File: config.mk
export PLATFORM = sky130hd
export DESIGN_NAME = tqv_periph_initiator
export DESIGN_NICKNAME = d
export VERILOG_FILES = /design/src/rtl/tqv_bus_pkg.sv /design/src/rtl/tqv_periph_initiator.sv
export SDC_FILE = /design/constraint.sdc
export NUM_CORES = 1
export LEC_CHECK = 0
export ABC_CLOCK_PERIOD_IN_PS = 7900
export CAP_MARGIN = 10
export CELL_PAD_IN_SITES_DETAIL_PLACEMENT = 1
export CELL_PAD_IN_SITES_GLOBAL_PLACEMENT = 2
export CORE_MARGIN = 3
export CORE_UTILIZATION = 28
export CTS_CLUSTER_SIZE = 10
export DETAILED_ROUTE_END_ITERATION = 16
export PLACE_DENSITY_LB_ADDON = 0.1
export SKIP_CTS_REPAIR_TIMING = 1
export SLEW_MARGIN = 25
export SYNTH_ARGS = -nofsm -noshare
export SYNTH_HDL_FRONTEND = slang
export SYNTH_SLANG_ARGS = --single-unit
File: constraint.sdc
create_clock -name clk -period 7.9 [get_ports clk]
set_clock_uncertainty 0.05 [all_clocks]
set_input_delay 1.58 -clock clk [delete_from_list [all_inputs] [get_ports clk]]
set_output_delay 1.58 -clock clk [all_outputs]
set_load 0.03 [all_outputs]
File: src/rtl/tqv_bus_pkg.sv
// Shared definitions for the TinyQV peripheral bus.
//   size_e       : transfer size encoding, also the active-low strobe value
//                  driven onto data_write_n / data_read_n
//   rsp_err_e    : response status returned to the upstream requester
//   mask_by_size : zero-extends read data to the transfer size
package tqv_bus_pkg;

    typedef enum logic [1:0] {
        SZ_8    = 2'b00,
        SZ_16   = 2'b01,
        SZ_32   = 2'b10,
        SZ_NONE = 2'b11
    } size_e;

    typedef enum logic [1:0] {
        ERR_OK      = 2'b00,
        ERR_TIMEOUT = 2'b01,
        ERR_SIZE    = 2'b10
    } rsp_err_e;

    function automatic logic [31:0] mask_by_size(input logic [31:0] data,
                                                 input size_e       size);
        logic [31:0] res;
        res = '0;
        case (size)
            SZ_8:    res = {24'h000000, data[7:0]};
            SZ_16:   res = {16'h0000, data[15:0]};
            SZ_32:   res = data;
            default: res = '0;
        endcase
        return res;
    endfunction

endpackage

File: src/rtl/tqv_periph_initiator.sv
// Bus initiator for the TinyQV peripheral interface. Accepts one request at a
// time over a valid/ready handshake, issues a single write strobe or a held
// read strobe to the peripheral, and returns read data or an error code over
// a valid/ready response handshake.
// Ports:
//   clk, rst                 clock, asynchronous active-high reset
//   req_valid/req_ready      request handshake
//   req_write/size/addr/wdata request fields
//   rsp_valid/rsp_ready      response handshake
//   rsp_rdata/rsp_err        response fields (stable while rsp_valid)
//   address/data_in          registered peripheral address and write data
//   data_write_n/data_read_n registered peripheral strobes (11 = idle)
//   data_out/data_ready      peripheral read data and its valid flag
module tqv_periph_initiator
    import tqv_bus_pkg::*;
#(
    parameter int unsigned TIMEOUT_CYCLES = 16
) (
    input  logic        clk,
    input  logic        rst,
    input  logic        req_valid,
    output logic        req_ready,
    input  logic        req_write,
    input  logic [1:0]  req_size,
    input  logic [5:0]  req_addr,
    input  logic [31:0] req_wdata,
    output logic        rsp_valid,
    input  logic        rsp_ready,
    output logic [31:0] rsp_rdata,
    output logic [1:0]  rsp_err,
    output logic [5:0]  address,
    output logic [31:0] data_in,
    output logic [1:0]  data_write_n,
    output logic [1:0]  data_read_n,
    input  logic [31:0] data_out,
    input  logic        data_ready
);

    localparam int unsigned CNT_W = $clog2(TIMEOUT_CYCLES) + 1;
    localparam logic [CNT_W-1:0] CNT_LAST = CNT_W'(TIMEOUT_CYCLES - 1);

    typedef logic [1:0] state_t;
    localparam state_t IDLE  = 2'd0;
    localparam state_t WRITE = 2'd1;
    localparam state_t READ  = 2'd2;
    localparam state_t RESP  = 2'd3;

    state_t           state_q,     state_d;
    logic [5:0]       address_q,   address_d;
    logic [31:0]      data_in_q,   data_in_d;
    logic [1:0]       wr_n_q,      wr_n_d;
    logic [1:0]       rd_n_q,      rd_n_d;
    logic [1:0]       size_q,      size_d;
    logic [CNT_W-1:0] cnt_q,       cnt_d;
    logic [31:0]      rsp_rdata_q, rsp_rdata_d;
    rsp_err_e         rsp_err_q,   rsp_err_d;

    always_comb begin
        state_d     = state_q;
        address_d   = address_q;
        data_in_d   = data_in_q;
        wr_n_d      = wr_n_q;
        rd_n_d      = rd_n_q;
        size_d      = size_q;
        cnt_d       = cnt_q;
        rsp_rdata_d = rsp_rdata_q;
        rsp_err_d   = rsp_err_q;

        case (state_q)
            IDLE: begin
                if (req_valid) begin
                    size_d      = req_size;
                    rsp_rdata_d = '0;
                    rsp_err_d   = ERR_OK;
                    if (req_size == SZ_NONE) begin
                        // Illegal size: answer directly, peripheral untouched.
                        rsp_err_d = ERR_SIZE;
                        state_d   = RESP;
                    end else if (req_write) begin
                        address_d = req_addr;
                        data_in_d = req_wdata;
                        wr_n_d    = req_size;
                        state_d   = WRITE;
                    end else begin
                        address_d = req_addr;
                        rd_n_d    = req_size;
                        cnt_d     = '0;
                        state_d   = READ;
                    end
                end
            end
            WRITE: begin
                wr_n_d  = 2'b11;
                state_d = RESP;
            end
            READ: begin
                // data_ready takes priority over an expiring timeout.
                if (data_ready) begin
                    rsp_rdata_d = mask_by_size(data_out, size_e'(size_q));
                    rd_n_d      = 2'b11;
                    state_d     = RESP;
                end else if (cnt_q == CNT_LAST) begin
                    rsp_rdata_d = '0;
                    rsp_err_d   = ERR_TIMEOUT;
                    rd_n_d      = 2'b11;
                    state_d     = RESP;
                end else if (cnt_q != '1) begin
                    cnt_d = cnt_q + CNT_W'(1);
                end
            end
            RESP: begin
                if (rsp_ready) begin
                    state_d = IDLE;
                end
            end
            default: state_d = IDLE;
        endcase
    end

    always_ff @(posedge clk or posedge rst) begin
        if (rst) begin
            state_q     <= IDLE;
            address_q   <= '0;
            data_in_q   <= '0;
            wr_n_q      <= '1;
            rd_n_q      <= '1;
            size_q      <= '0;
            cnt_q       <= '0;
            rsp_rdata_q <= '0;
            rsp_err_q   <= ERR_OK;
        end else begin
            state_q     <= state_d;
            address_q   <= address_d;
            data_in_q   <= data_in_d;
            wr_n_q      <= wr_n_d;
            rd_n_q      <= rd_n_d;
            size_q      <= size_d;
            cnt_q       <= cnt_d;
            rsp_rdata_q <= rsp_rdata_d;
            rsp_err_q   <= rsp_err_d;
        end
    end

    assign req_ready    = (state_q == IDLE);
    assign rsp_valid    = (state_q == RESP);
    assign rsp_rdata    = rsp_rdata_q;
    assign rsp_err      = rsp_err_q;
    assign address      = address_q;
    assign data_in      = data_in_q;
    assign data_write_n = wr_n_q;
    assign data_read_n  = rd_n_q;

endmodule

After elaboration in Yosys (flattened, before gate mapping)
Index checks and enable logic that the tools add are counted.

Register bits: 85. Output and inout bits: 78. Logic and storage cells: 74.

Add/subtract/negate cells: 1. Equal/unequal tests: 18. Mux-type cells: 32. Bitwise logic cells: 1. Reductions and logical operators: 13.

Operator list (number): $mux 32 (3); $pmux 32 s3 (1); $pmux 32 s2 (1); $mux 2 (16); $mux 5 (6); $ne 2x2->1 const B (7); $pmux 2 s2 (3); $reduce_and 4->1 (3); $pmux 5 s2 (1); $reduce_and 3->1 (3); $eq 2x2->1 const B (4); $pmux 2 s4 (1); $reduce_and 7->1 (1); $add 5x1->5 const B (1); $eq 5x4->1 const B (1); $ne 5x5->1 const B (1); $reduce_and 5->1 (1); $eq 2x1->1 const B (2); $logic_not 2->1 (2); $ne 2x1->1 const B (2); $reduce_bool 2->1 (2); $ne 3x3->1 const B (1); $reduce_and 2->1 (1); $not 1->1 (1).

Longest topological paths before layout
Gate-level depths: netlist (run 1).

Word-level depth: 5. Mapped depth: 9. Mapped depth without buffers: 7.

Worst setup path before layout (run 1)
No wires, ideal clock.

Path kind: input -> register. Start point: in req_valid. End point: reg address_q[0] (netlist: address[0]). Arrival time: 2.560 ns. Required time: 7.725 ns. Slack: 5.165 ns. Stages: 4. Buffers on the path: 1. Path through: buf_2 -> nand2_1 -> a21oi_1 -> mux2_2.

Cells in the longest elaborated chain, start to end: 1.

Ends and longest elaborated chain: start: declaration (RTL line tqv_periph_initiator.sv:21) `input logic req_valid,`; $reduce_and 3->1 (no source line); end signal: assignment (RTL line tqv_periph_initiator.sv:133) `address_q <= address_d;`; end: declaration (RTL line tqv_periph_initiator.sv:49) `logic [5:0] address_q, address_d;`.

Every way passes these cells. A chain may end at the register's enable or synchronous reset.

Worst setup path in the final report (run 1)
Start point: reg state_q[0]. End point: out req_ready.

Cells in the longest elaborated chain, start to end: 1.

Ends and longest elaborated chain: start: declaration (RTL line tqv_periph_initiator.sv:48) `state_t state_q, state_d;`; start signal: assignment (RTL line tqv_periph_initiator.sv:132) `state_q <= state_d;`; $logic_not 2->1 (RTL line tqv_periph_initiator.sv:144) `assign req_ready = (state_q == IDLE);`; end: declaration (RTL line tqv_periph_initiator.sv:22) `output logic req_ready,`.

Every way passes these cells.

==> impl_metrics.yaml, run 1 <==
sta:
  relSlewSlack: 0.458
  setup_viol: 0
  finalCritPeriodShare: 0.471
  rsz0062_at_grt: "no"
  worstMarginPinSlew_ns: 0.813
  period_needed_ns: 3.72
  slew_viol_final: 0
  final_hold_viol_count: 0
  whs_ns: 0.423
  max_freq_mhz: 269
  finalSetupTns_ns: 0
logic_synthesis:
  ys_top_cells_by_count: "dfrtp_1 (81), nand2_1 (55), mux2_2 (42)"
  ys_top_cells_by_area: "dfrtp_1 (56%), mux2_2 (13%), nand2_1 (5.7%)"
  ys_seq_area_frac: 0.590
  synth-async-reset-ratio: 1.00
  yosys.cell_count.top_type: "dfrtp_1"
  yosysWarnings: 0
  synth_seq_cells: 85
  synth_nets: 392
  synth_cell_types: 38
  synthCells: 307
  yosysTopAreaCell: "dfrtp_1"
  synth_flop_cell: "dfrtp_1"
  netlist_area_um2: 3610
  synth_edf_count: 0
  yosysTopAreaCellShare: 0.561
  avgSynthCellArea_um2: 11.8
pwr:
  leakagePower_nw: 2.32
  vdd_drop_max_v: 0.000166
  powerDensity_nw_per_um2: 388
grt:
  grtUsageMet3: 0.0660
  grt_pass1_vias: 3142
  top_usage_layer: "met2"
  grt_pass1_wl_um: 16800
  grt_max_degree: 86
  use_met1: 0.181
  antenna_found_initial: 0
  track_usage: 0.150
  gr-usage-met2: 0.235
  grt-ovfl-total: 0
routing:
  drt_pass1_iterations: 4
  viasPerCell: 4.60
  drc_errors: 0
  avgRoutedWirePerCell_um: 16.5
  initialDrtViolationCount: 127
  ant_nets: 0
  wl_um: 10400
  vias: 2904
die:
  rows: 40
  core_area_um2: 12300
  io_pins: 156
  die_width_um: 120
  start_util: 0.293
  dieArea_um2: 14300
  die_y_um: 120
worst_setup_path:
  worstSetupEndpointType: "output pin"
  cp_data_required_time_ns: 6.27
  slowest_stage: "clkdlybuf4s50_1"
  crit_arrival_ns: 2.09
  rrSetupSlack_ns: 5.30
  startpoint_type: "flop"
  slowest_delay_ns: 0.77
  path_max_fanout: 13
  crit_type: "reg -> out"
  crit_chain: "inv_1 > ha_1 > clkdlybuf4s50_1"
clocking:
  clockBufferDepth: 2
  cts_sinks: 85
  worstSkewPairLatency_ns: 0.33
  clk_pin_slew_ns: 0.06
  cts_made_buffers: 9
  cts_tree: "done"
  root_buffer: "clkbuf_16"
  cts-htree-levels: 3
flow_run:
  cap_violations: 0
outcome:
  status: "completed"
hold_path:
  min_path_type: "reg -> reg"
placed_design:
  port_buffers: 155
  dp_hpwl_um: 7470
  globalplace.congestion: 0.706
final_layout:
  area_delta_synth_final_pct: 55.1
  drive_above_1_share: 0.149
  diodes: 0
  final_nets: 545
[metal layers]
layer | up-vias | routed length (µm)
met4 | 0 | 180
met1 | 1426 | 4370
met3 | 10 | 994
met2 | 105 | 4850
li1 | 1363 | -
met5 | - | 0
[per-stage QoR]
step	area (µm²)	instances	utilization	power (W)	worst slack [ns]
final	5600	631	0.455	0.00218	4.18
after global routing	5600	631	0.455	0.00231	4.06
after CTS	5600	631	0.455	0.00221	4.13
after detailed placement	5320	617	0.432	0.00178	3.98
after global placement	5310	617	0.432	0.00176	4.10
after floorplan	3610	307	-	0.00134	4.08
[worst paths after layout]
kind | endpoint | startpoint | cells past startpoint
max | req_ready | state_q[0] | 3
min | rsp_rdata[31] | rsp_rdata[31] | 2
max reg2reg | rsp_rdata[8] | state_q[0] | 6
min reg2reg | rsp_rdata[31] | rsp_rdata[31] | 2
max in group asynchronous | data_in[4] | rst | 3
min in group asynchronous | rsp_rdata[25] | rst | 3
[layout by cell type, fill, tap and decap left out, types with 2 or more instances in the layout]
| master | n |
|---|---|
| o21ai_1 | 2 |
| clkdlybuf4s50_1 | 155 |
| o31ai_1 | 4 |
| nand2b_1 | 3 |
| nor2_1 | 6 |
| dfrtp_1 | 81 |
| a22o_1 | 9 |
| nand4_1 | 2 |
| nor3_1 | 3 |
| ha_1 | 7 |
| nand3_1 | 3 |
| inv_1 | 9 |
| o21ai_0 | 30 |
| nand2_1 | 55 |
| and3_1 | 2 |
| clkinv_2 | 2 |
| nor2b_1 | 2 |
| dfstp_2 | 4 |
| mux2_2 | 42 |
| clkbuf_16 | 9 |
| clkbuf_1 | 2 |
| a21oi_1 | 10 |
[worst max-delay path, delay by kind of cell, from the launching register on]
kind,cells,cell delay [ns]
adders and majority gates,1,0.48
buffers and inverters,2,0.88
DFF,1,0.40
[area by class of cell]
| class | count | area [µm²] |
|---|---|---|
| Fill cell | 1382 | 6710 |
| Sequential cell | 85 | 2130 |
| Timing Repair Buffer | 157 | 1570 |
| Multi-Input combinational cell | 197 | 1370 |
| Clock buffer | 12 | 246 |
| Tap cell | 168 | 210 |
| Inverter | 10 | 38.8 |
| Clock inverter | 2 | 35.0 |
[state kept, by name (all words and copies together), names as in the netlist]
name / cells
cnt_q: 5
data_read_n: 2
address: 6
rsp_err: 2
data_in: 32
rsp_rdata: 32
data_write_n: 2
state_q: 2
size_q: 2
[report_power, final]
group	switching, W	total, W	leakage, nW	internal [W]
registers	0.0000932	0.000699	1.08	0.000606
logic	0.000611	0.00106	1.10	0.000452
clock network	0.000163	0.000413	0.139	0.000250
total	0.000868	0.00218	2.32	0.00131
[kinds of logic after synthesis]
family	after synthesis	synth area share
xor+xnor	1	0.00242
buf+inv	25	0.0326
fa+ha+maj	7	0.0242
simple gates	83	0.110
compound gates	63	0.107
mux	43	0.134
flops	85	0.590
No activity file was read; power rests on OpenSTA's default activity.
==> run 2, diff against run 1 <==
- ABC_CLOCK_PERIOD_IN_PS: 7900 -> 3200
- CORE_UTILIZATION: 28 -> 23
- clock period: 7.9 -> 3.2 ns (I/O delays scaled with it)
==> impl_metrics.yaml, run 2 (synthesis gave the netlist of run 1 again) <==
grt:
  antenna_found_initial: 1
  grt_pass1_vias: 3140
  grt_max_degree: 41
  grt_pass1_wl_um: 17700
  track_usage: 0.129
  grt-ovfl-total: 0
routing:
  drc_errors: 0
  wl_um: 10800
  viasPerCell: 4.20
  avgRoutedWirePerCell_um: 15.8
  drt_pass1_iterations: 4
  initialDrtViolationCount: 101
  ant_nets: 0
  vias: 2874
worst_setup_path:
  path_max_fanout: 3
  crit_type: "reg -> out"
  crit_chain: "inv_1 > ha_1 > clkdlybuf4s50_1"
  worstSetupEndpointType: "output pin"
  startpoint_type: "flop"
  slowest_delay_ns: 0.67
  cp_data_required_time_ns: 2.51
  slowest_stage: "clkdlybuf4s50_1"
  rr_worst_depth: 7
  crit_arrival_ns: 1.70
sta:
  final_hold_viol_count: 0
  finalSetupTns_ns: 0
  worst_slack_ns: 0.812
  relSlewSlack: 0.587
  rsz0062_at_grt: "no"
  worstMarginPinSlew_ns: 0.619
  period_needed_ns: 2.39
  setup_viol: 0
  finalCritPeriodShare: 0.746
  max_freq_mhz: 419
  slew_viol_final: 0
die:
  core_area_um2: 15300
  io_pins: 156
  dieArea_um2: 17300
  die_y_um: 131
  start_util: 0.236
  rows: 45
  die_width_um: 131
clocking:
  cts_made_buffers: 9
  worstSkewPairLatency_ns: 0.34
  cts_sinks: 85
  cts-htree-levels: 3
  cts_tree: "done"
  root_buffer: "clkbuf_16"
  clockBufferDepth: 2
  clk_pin_slew_ns: 0.06
placed_design:
  place_ws_ns: 0.609
  place_inst: 667
  globalplace.congestion: 0.681
  port_buffers: 155
  dp_hpwl_um: 7960
flow_run:
  cap_violations: 0
pwr:
  swShare: 0.402
  powerDensity_nw_per_um2: 953
  vdd_drop_max_v: 0.000459
  power_w: 0.00547
  power_frac_comb: 0.489
  leakagePower_nw: 2.37
  clkPwrFrac: 0.197
  p_sw_w: 0.00220
  intPower_w: 0.00327
  power_frac_seq: 0.314
final_layout:
  layout_commonest_cell: "clkdlybuf4s50_1"
  post-route-util: 0.375
  n_fill_cell: 1681
  layout_common_cells: "clkdlybuf4s50_1 (155), dfrtp_1 (81), nand2_1 (55)"
  area_delta_synth_final_pct: 58.7
  drive_above_1_share: 0.169
  stdcell_count: 684
  final_nets: 552
outcome:
  status: "completed"
hold_path:
  hold_path_depth: 2
  min_path_type: "reg -> reg"
==> run 2: per-stage QoR <==
step | hold slack [ns] | instance area [µm²]
after floorplan | 0.449 | 3610
after global placement | 0.413 | 5430
after detailed placement | 0.421 | 5430
after CTS | 0.436 | 5730
after global routing | 0.449 | 5740
final | 0.431 | 5740
==> run 2: layout make-up <==
type                       count  area (µm²)  share of cell area
sequential                    85        2130               0.372
timing repair buffer         164        1630               0.284
multi-input combinational    197        1370               0.238
tap                          211         264              0.0460
clock buffer                  10         239              0.0417
clock inverter                 6        62.6              0.0109
inverter                      10        38.8             0.00676
antenna                        1        2.50            0.000436
==> run 2: worst paths after layout <==
kind	slack, ns	start	end
max	0.81	state_q[0]	req_ready
min	0.43	rsp_rdata[18]	rsp_rdata[18]
max reg2reg	0.91	cnt_q[0]	cnt_q[3]
min reg2reg	0.43	rsp_rdata[18]	rsp_rdata[18]
max in group asynchronous	1.80	rst	data_in[27]
min in group asynchronous	0.61	rst	data_in[10]
==> run 2: critical path: cells and delay by family (launching register included) <==
family / cells / cell delay (ns)
buffers and inverters: 2 / 0.78
adders and majority gates: 1 / 0.18
DFF: 1 / 0.40
==> run 2: metal layers <==
metal,vias up,part of all wire,track usage
li1,1387,-,-
met1,1384,0.44,0.158
met2,96,0.47,0.207
met3,7,0.079,0.0605
met4,0,0.010,0.0344
met5,-,0,0
==> run 2: power groups by stage <==
| stage | Clock, W | Sequential [W] | Combinational (W) |
|---|---|---|---|
| after floorplan | 0 | 0.00244 | 0.000868 |
| after detailed placement | 0 | 0.00174 | 0.00272 |
| after global placement | 0 | 0.00173 | 0.00269 |
| after global routing | 0.00117 | 0.00178 | 0.00288 |
| final | 0.00107 | 0.00172 | 0.00267 |
| after CTS | 0.00112 | 0.00173 | 0.00273 |
==> run 3, diff against run 2 <==
- ABC_CLOCK_PERIOD_IN_PS: 3200 -> 2500
- CORE_UTILIZATION: 23 -> 26
- clock period: 3.2 -> 2.5 ns (I/O delays scaled with it)
==> impl_metrics.yaml, run 3 (synthesis gave the netlist of run 1 again) <==
routing:
  drt_pass1_iterations: 4
  ant_nets: 0
  drc_errors: 0
  viasPerCell: 4.49
  vias: 2926
  initialDrtViolationCount: 115
  avgRoutedWirePerCell_um: 16.7
  wl_um: 10900
die:
  dieArea_um2: 15300
  die_y_um: 124
  rows: 42
  start_util: 0.270
  core_area_um2: 13400
  die_width_um: 124
  io_pins: 156
final_layout:
  drive_above_1_share: 0.171
  n_fill_cell: 1449
  final_nets: 555
  diodes: 0
  area_delta_synth_final_pct: 59.0
  final_cell_area_um2: 5750
  layout_commonest_cell: "clkdlybuf4s50_1"
  layout_common_cells: "clkdlybuf4s50_1 (154), dfrtp_1 (81), nand2_1 (55)"
worst_setup_path:
  worstSetupEndpointType: "flop"
  cp_data_required_time_ns: 2.65
  slowest_delay_ns: 0.42
  path_max_fanout: 5
  crit_type: "reg -> reg"
  crit_top_cell: "ha_1"
  startpoint_type: "flop"
  crit_arrival_ns: 2.44
  slowest_stage: "dfrtp_1"
  crit_chain: "ha_1 > and3_1 > ha_1 > nor3_1 > nand4_1 > mux2_2 > o311ai_0"
sta:
  worstMarginPinSlew_ns: 0.662
  rsz0062_at_grt: "no"
  final_hold_viol_count: 0
  slew_viol_final: 0
  max_freq_mhz: 436
  period_needed_ns: 2.29
  setup_viol: 0
  finalSetupTns_ns: 0
  relSlewSlack: 0.558
  finalCritPeriodShare: 0.917
clocking:
  clk_pin_slew_ns: 0.06
  root_buffer: "clkbuf_16"
  cts_made_buffers: 9
  cts-htree-levels: 3
  worstSkewPairLatency_ns: 0.34
  clockBufferDepth: 2
  cts_tree: "done"
  cts_sinks: 85
pwr:
  leakagePower_nw: 2.40
  vdd_drop_max_v: 0.000563
  powerDensity_nw_per_um2: 1220
placed_design:
  placed_area_um2: 5450
  port_buffers: 155
  globalplace.congestion: 0.671
  dp_hpwl_um: 8030
grt:
  grt_pass1_wl_um: 16700
  grt-ovfl-total: 0
  grt_pass1_vias: 3099
  grt_max_degree: 37
  antenna_found_initial: 0
  track_usage: 0.143
outcome:
  status: "completed"
flow_run:
  cap_violations: 0
hold_path:
  min_path_type: "reg -> reg"
## run 3: cell count changes in the layout (fill, tap and decap cells not counted)
cell / before / now
clkdlybuf4s50_1: 155 / 154
clkbuf_1: 0 / 2
dlymetal6s2s_1: 0 / 1
clkinv_2: 4 / 2
buf_12: 1 / 4
clkinvlp_4: 0 / 2
clkinv_4: 2 / 0
diode_2: 1 / 0
## run 3: worst max-delay path, delay by kind of cell (launching register included)
kind                       cells  cell delay, ns
adders and majority gates      2            0.48
DFF                            1            0.42
and+or+nand+nor                3            0.83
muxes                          1            0.26
AOI/OAI and AO/OA              1            0.12
## run 3: layer usage
metal	up-vias	track usage	wire, µm
met1	1421	0.175	4390
met2	106	0.227	5260
li1	1393	-	-
met3	6	0.0731	1120
met5	-	0	0
met4	0	0.0342	116
## run 3: path summary, 6_finish.rpt
kind	from	endpoint	slack, ns	depth (start not counted)
min in group asynchronous	rst	address[4]	0.55	2
max in group asynchronous	rst	data_write_n[0]	1.22	3
worst max register to register	cnt_q[0]	cnt_q[3]	0.21	7
worst max-delay path	cnt_q[0]	cnt_q[3]	0.21	7
worst min-delay path	rsp_rdata[30]	rsp_rdata[30]	0.43	2
worst min register to register	rsp_rdata[30]	rsp_rdata[30]	0.43	2
## run 3: cell type report
type | count | area (µm²) | area share
Multi-Input combinational cell | 197 | 1370 | 0.238
Timing Repair Buffer | 167 | 1690 | 0.295
Tap cell | 176 | 220 | 0.0383
Clock buffer | 12 | 246 | 0.0429
Sequential cell | 85 | 2130 | 0.371
Inverter | 10 | 41.3 | 0.00718
Clock inverter | 4 | 47.5 | 0.00827
## run 3: power by group
group	internal [W]	switching [W]	total [W]
clock network	0.000799	0.000541	0.00134
registers	0.00191	0.000295	0.00221
logic	0.00152	0.00197	0.00349
## run 3: through the flow
stage | hold WS, ns | power (W) | worst slack, ns | instances | utilization
CTS | 0.434 | 0.00717 | 0.0333 | 651 | 0.429
global placement | 0.412 | 0.00570 | 0.256 | 635 | 0.407
detailed placement | 0.419 | 0.00576 | 0.148 | 635 | 0.407
floorplan | 0.449 | 0.00424 | 0.410 | 307 | -
global route | 0.454 | 0.00749 | 0.0692 | 651 | 0.429
finish | 0.429 | 0.00704 | 0.208 | 651 | 0.429
